<file path="src/rtl/washing_controller.sv">
`default_nettype none
// ============================================================================
//  Module   : washing_controller
//  Purpose  : One-hot phase sequencer for a washing machine. It drives the
//             downstream phase timer and the actuators. Define FILL_WATCHDOG_EN
//             to enable the fill watchdog, which aborts a stalled FILL phase.
//  Revision : 1.0 - initial release
// ============================================================================
module washing_controller #(
    parameter int FILL_TIMEOUT = 8
) (
    input  logic       clk,
    input  logic       rst_n,
    input  logic       start,
    input  logic       cancel,
    input  logic       door_closed,
    input  logic       clear_error,
    input  logic       sig_Full,
    input  logic       sig_Wash_Completed,
    input  logic       sig_Rinse_Completed,
    input  logic       sig_Spin_Completed,
    input  logic       sig_Drain_Completed,
    input  logic       sig_Delay,
    output logic [8:0] state,
    output logic       water_valve,
    output logic       motor_on,
    output logic       motor_fast,
    output logic       drain_pump,
    output logic       door_lock,
    output logic       done_led,
    output logic       error_flag,
    output logic [7:0] cycles_done
);

    typedef enum logic [8:0] {
        IDLE     = 9'h001,
        READY    = 9'h002,
        FILL     = 9'h004,
        WASH     = 9'h008,
        RINSE    = 9'h010,
        SPIN     = 9'h020,
        DRAIN    = 9'h040,
        COMPLETE = 9'h080,
        ERROR    = 9'h100
    } state_t;

    state_t     state_q, state_d;
    logic [7:0] cycles_q, cycles_d;
    logic       fill_expired;

`ifdef FILL_WATCHDOG_EN
    logic [7:0] wd_q, wd_d;

    // The count is the number of FILL cycles already elapsed, so the current
    // cycle is the FILL_TIMEOUT-th one when wd_q + 1 reaches the limit.
    always_comb begin
        wd_d         = 8'd0;
        fill_expired = 1'b0;
        if (state_q == FILL) begin
            wd_d         = (wd_q == 8'hFF) ? wd_q : wd_q + 8'd1;
            fill_expired = ({1'b0, wd_q} + 9'd1) >= 9'(FILL_TIMEOUT);
        end
    end

    always_ff @(posedge clk) begin
        if (!rst_n) wd_q <= 8'd0;
        else        wd_q <= wd_d;
    end
`else
    assign fill_expired = 1'b0;
`endif

    always_comb begin
        state_d  = state_q;
        cycles_d = cycles_q;
        case (state_q)
            IDLE:     if (start && door_closed) state_d = READY;
            READY: begin
                if (!door_closed)   state_d = ERROR;
                else if (cancel)    state_d = IDLE;
                else if (sig_Delay) state_d = FILL;
            end
            FILL: begin
                if (!door_closed)      state_d = ERROR;
                else if (sig_Full)     state_d = WASH;
                else if (fill_expired) state_d = ERROR;
            end
            WASH: begin
                if (!door_closed)            state_d = ERROR;
                else if (sig_Wash_Completed) state_d = RINSE;
            end
            RINSE: begin
                if (!door_closed)             state_d = ERROR;
                else if (sig_Rinse_Completed) state_d = SPIN;
            end
            SPIN: begin
                if (!door_closed)            state_d = ERROR;
                else if (sig_Spin_Completed) state_d = DRAIN;
            end
            DRAIN: begin
                if (!door_closed) state_d = ERROR;
                else if (sig_Drain_Completed) begin
                    state_d = COMPLETE;
                    if (cycles_q != 8'hFF) cycles_d = cycles_q + 8'd1;
                end
            end
            COMPLETE: if (!door_closed) state_d = IDLE;
            ERROR:    if (clear_error && door_closed) state_d = IDLE;
            // Corrupted (non-one-hot) encodings fall back to the safe state.
            default:  state_d = ERROR;
        endcase
    end

    always_ff @(posedge clk) begin
        if (!rst_n) begin
            state_q  <= IDLE;
            cycles_q <= 8'd0;
        end else begin
            state_q  <= state_d;
            cycles_q <= cycles_d;
        end
    end

    assign state       = state_q;
    assign water_valve = (state_q == FILL);
    assign motor_on    = (state_q == WASH) || (state_q == RINSE) || (state_q == SPIN);
    assign motor_fast  = (state_q == SPIN);
    assign drain_pump  = (state_q == DRAIN) || (state_q == ERROR);
    assign door_lock   = (state_q == FILL) || (state_q == WASH) || (state_q == RINSE)
                      || (state_q == SPIN) || (state_q == DRAIN);
    assign done_led    = (state_q == COMPLETE);
    assign error_flag  = (state_q == ERROR);
    assign cycles_done = cycles_q;

endmodule
`default_nettype wire

</file>
<file path="config.mk">
export PLATFORM = sky130hd
export DESIGN_NAME = washing_controller
export DESIGN_NICKNAME = d
export VERILOG_FILES = /design/src/rtl/washing_controller.sv
export SDC_FILE = /design/constraint.sdc
export NUM_CORES = 1
export LEC_CHECK = 0
export BUFFER_PORTS_ARGS = -buffer_cell sky130_fd_sc_hd__buf_4
export CAP_MARGIN = 25
export CELL_PAD_IN_SITES_DETAIL_PLACEMENT = 1
export CELL_PAD_IN_SITES_GLOBAL_PLACEMENT = 2
export CORE_MARGIN = 2
export CORE_UTILIZATION = 25
export DETAILED_ROUTE_END_ITERATION = 8
export PLACE_DENSITY = 0.84
export REMOVE_ABC_BUFFERS = 1
export SYNTH_ARGS = -nofsm -noshare
export SYNTH_HDL_FRONTEND = slang
export SYNTH_SLANG_ARGS = --single-unit
</file>
<file path="constraint.sdc">
create_clock -name clk -period 2.1 [get_ports clk]
set_clock_uncertainty 0.15 [all_clocks]
set_input_delay 0.105 -clock clk [delete_from_list [all_inputs] [get_ports clk]]
set_output_delay 0.105 -clock clk [all_outputs]
set_load 0.01 [all_outputs]
</file>
After elaboration in Yosys (flattened, before gate mapping)
Index checks and enable logic that the tools add are counted.

Flip-flop bits (word level): 17. Bits of input ports: 12. Output and inout bits: 24. Word-level logic and storage cells: 50.

$add $sub $neg: 1. Equality and inequality tests: 19. Mux-type cells: 17. Reductions and logical operators: 11.

Operators by type and width (count): 9-bit 2-to-1 mux (16); 9-bit one-hot mux with 9 select lines (1); 3-bit inequality test (second input constant) (5); 9-bit by 1-bit == test with 1-bit output (second input constant) (1); 9-bit by 2-bit == test with 1-bit output (second input constant) (1); 9-bit by 3-bit == test with 1-bit output (second input constant) (1); 9-bit by 4-bit == test with 1-bit output (second input constant) (1); 9-bit by 5-bit == test with 1-bit output (second input constant) (1); 9-bit by 6-bit == test with 1-bit output (second input constant) (1); 9-bit by 7-bit == test with 1-bit output (second input constant) (1); 9-bit by 8-bit == test with 1-bit output (second input constant) (1); 9-bit == test (second input constant) (1); 9-bit AND reduction (1); 8-bit by 1-bit adder with 8-bit output (second input constant) (1); 8-bit inequality test (second input constant) (1); 1-bit logical OR (7); 2-bit inequality test (second input constant) (2); 4-bit inequality test (second input constant) (1); 4-bit AND reduction (1); 1-bit logical AND (2); 2-bit by 1-bit inequality test with 1-bit output (second input constant) (1).

Longest topological paths before layout
Word-level depth: 5. Depth in mapped cells: 7. Depth with buffers taken out: 7.

Least setup slack after synthesis
Ideal clock, no wire load.

Kind: register to register. Start: reg state_q[1] (netlist: state[1]). End: reg state_q[5] (netlist: state[5]). Setup time: 0.073 ns. Data arrival time: 1.857 ns. Required time: 1.877 ns. Path slack: 0.020 ns. Stages on the path, launching flop included: 6. Buffers on the path: 0. Clock period less this slack: 2.080 ns. Cells stage by stage: dfxtp_1 -> or4_4 -> nor4b_4 -> nand3_1 -> or4_1 -> a21oi_1.

Word-level cells in the longest chain between the ends: 3. Elaborated cells between the ends (all ways): 20. Classes of those cells: 18 x eq/ne; 1 x mux; 1 x reduce/logical.

Ends and longest elaborated chain: start: declaration (line 47) `state_t state_q, state_d;`; start signal: assignment (line 119) `state_q <= state_d;`; 9-bit by 2-bit == test with 1-bit output (tied with other cells) (line 76) `case (state_q)`; 4-bit inequality test (no line) (tied with other cells); 9-bit AND reduction (no line).

Several ways; a longest one is shown, not always the timed one. A chain may end at the register's enable or synchronous reset.

Final worst setup path
Ends and elaborated chain as after synthesis.

==> metrics.txt <==
Initial Util=between 20% and 30%; CP Launch Type=register; max_cap viols=0; Clock Latency Late Sink=260 ps; Hold Crit Depth=2; Tightest Pin Transition=470 ps; io pins=36; Routed wire per std cell=15.6 um; hold_ws=11.7 ps; Mapped Area=about 0.0012 sq mm; GRT Total Usage=14.9%; Rel. slew slack=68.2%; Worst EP required=2130 ps; largest net degree at the start of global routing=13; HP Class=primary input to register; Die Area=0.00543 sq mm; ys flop type=dfxtp_1; fillers=585; clock buffer depth=2; failing checks=setup timing; core box area=0.00469 sq mm; worst setup path end=state[5]; Unique masters post-synth=47; Die Width=73.7 um; TritonCTS buffer count=3; IO Port Bufs=35; first-pass GRT wire length=6400 um; power per cell area=702 mW/mm^2; syn avg cell area=around 7.6 sq um; share of the synthesized area in the top cell type=28.0%; GR Overflow Total=0; clock root cell=clkbuf_8; Seq/Total Area, Yosys=roughly 28%; Synth Instances=159; P_leak=0.830 nW; final hold viol count=0; Final Instance Area=0.00186 sq mm; RD Place Congestion=0.768; post-layout utilization of the core=39.7%; Critical Path AT=2160 ps; share of layout cells above drive strength 1=between 30% and 40%; pins over their slew limit=0; initial antenna violation count=0; register bit total from synthesis=17; num rows=25; 1st-iter DRT viols=47; CTS clock-pin slew for the worst setup and hold paths=80 ps; detailed placement HPWL=3160 um; Fmax achieved=approximately 470 MHz; Pre-Repair DR Iteration Count=4; R2R Setup Slk=-30 ps; outcome=finished, violations left; nets=235; setup ws final=-27.5 ps; htree depth=1; final setup violating endpoints=1; Area Overhead vs Synth=53.1%; WS Path Type=register to register; vias in the first global route=around 1.3k; Max IR drop VDD=0.207 mV; Ys Warns=0; dominant cells by area after synthesis=dfxtp_1 28%, nand3_1 4.9%, nor2_1 4.6%; Final period util=101%; Crit Path Max Fanout=4; antenna-violating nets left=0; Residual DRC=0; Via Count=roughly 1.4k; routed vias/inst=5.25; crit path time final=2130 ps; Worst Setup End Kind=register; Ant. Diodes=0; drt total wl=4290 um; Final Power=1.31 mW; Cell Area, Placed=0.00171 sq mm; critical path startpoint=state[1]; CTS Sinks=17; CTS tree=done; RSZ-0062 raised after global routing=true; number of synthesized flops with an enable pin=0; cell taking the most area after synthesis=dfxtp_1; worst r2r path cells=5; R2R Path Start=state[1]; Synth async-reset ratio=0%; Die Ht=~74 um; reg2reg end=state[5]
registers in the layout, indices dropped and copies added, names as in the netlist:
register / count
cycles_done: 8
state: 9
cell usage in the layout (no fill, tap or decap), types with 3 or more instances in the layout:
master         Yosys  routed
a21oi_1            8       7
nor4b_1            3       3
clkbuf_8           0       3
nand3_1           12      11
nor2b_1            3       3
nor2_1            15      14
xor2_1             4       4
o211ai_1           4       4
nor3b_1            5       5
nand2b_1           4       4
dfxtp_1           17      13
or4_1              4       4
nor3_1             4       4
nand2_1           13      13
xnor2_1            4       4
buf_4              0      65
dfxtp_2            0       4
dlygate4sd3_1      0       3
and3_1             6       6
nand4_1            5       5
inv_1              3       3
logic make-up (layout without fill, tap and decap cells):
kind of cell / Yosys count / in the layout / synth area share (%)
AND/OR/NAND/NOR: 91 / 91 / 44.6
AO/OA/AOI/OAI: 28 / 28 / 16.0
XOR/XNOR: 8 / 8 / 5.77
buffers and inverters: 14 / 76 / 4.63
flip-flops: 17 / 17 / 28.0
adder cells (fa/ha/maj): 1 / 1 / 1.03
worst min path at each step:
stage,from,to
finish,rst_n,cycles_done[4]
CTS,rst_n,cycles_done[4]
floorplan,rst_n,state[0]
global placement,rst_n,state[0]
detailed placement,rst_n,state[0]
global route,rst_n,cycles_done[6]
cell usage after synthesis (4+ instances only):
| master | count |
|---|---|
| nand4_1 | 5 |
| dfxtp_1 | 17 |
| clkbuf_1 | 5 |
| a21oi_1 | 8 |
| nor2_1 | 15 |
| xor2_1 | 4 |
| nor3_1 | 4 |
| nand2b_1 | 4 |
| and3_1 | 6 |
| nor3b_1 | 5 |
| xnor2_1 | 4 |
| nand2_1 | 13 |
| or4_1 | 4 |
| o211ai_1 | 4 |
| nand3_1 | 12 |
power breakdown:
group	total, mW	switching, mW	internal (mW)
sequential	0.372	0.0219	0.350
clock	0.259	0.127	0.132
combinational	0.675	0.357	0.318
stage by stage:
stage / TNS (ps) / setup WS (ps) / instances
after floorplan: -41.8 / -41.8 / 149
after CTS: -59.3 / -59.3 / 273
after global placement: 0 / 39.5 / 266
after detailed placement: -14.3 / -14.3 / 266
after global routing: -205 / -103 / 275
final: -27.5 / -27.5 / 275
worst max-delay path, cell delays in order (launching register included):
cell and delay (ps):
dfxtp_2 330, or4_4 580, nor4b_4 300, nand3_1 120, or4_1 430, a21oi_2 140
routing by layer:
layer / GRT usage (%) / part of all wire [%]
met5: 0 / 0
met4: 1.82 / 0.19
met3: 2.47 / 2.3
met2: 24.9 / 50
met1: 20.7 / 48
final cells by class:
class | instances | area [sq um] | share of cell area, %
clock inverter | 1 | 5.00 | 0.269
tap | 54 | 67.6 | 3.63
inverter | 4 | 15.0 | 0.807
multi-input combinational | 128 | 868 | 46.7
clock buffer | 3 | 41.3 | 2.22
sequential | 17 | 345 | 18.6
timing repair buffer | 68 | 518 | 27.8
timing repair:
action / 4_1_cts / 5_1_grt
endpoints found under the hold margin: 3 / 0
setup endpoints to repair: 1 / 13
gates resized for setup: 2 / 10
setup buffers: 0 / 2
pin swaps: 0 / 3
gates cloned: 0 / 0
hold buffers: 3 / 0
(Power assumes the default switching activity.)
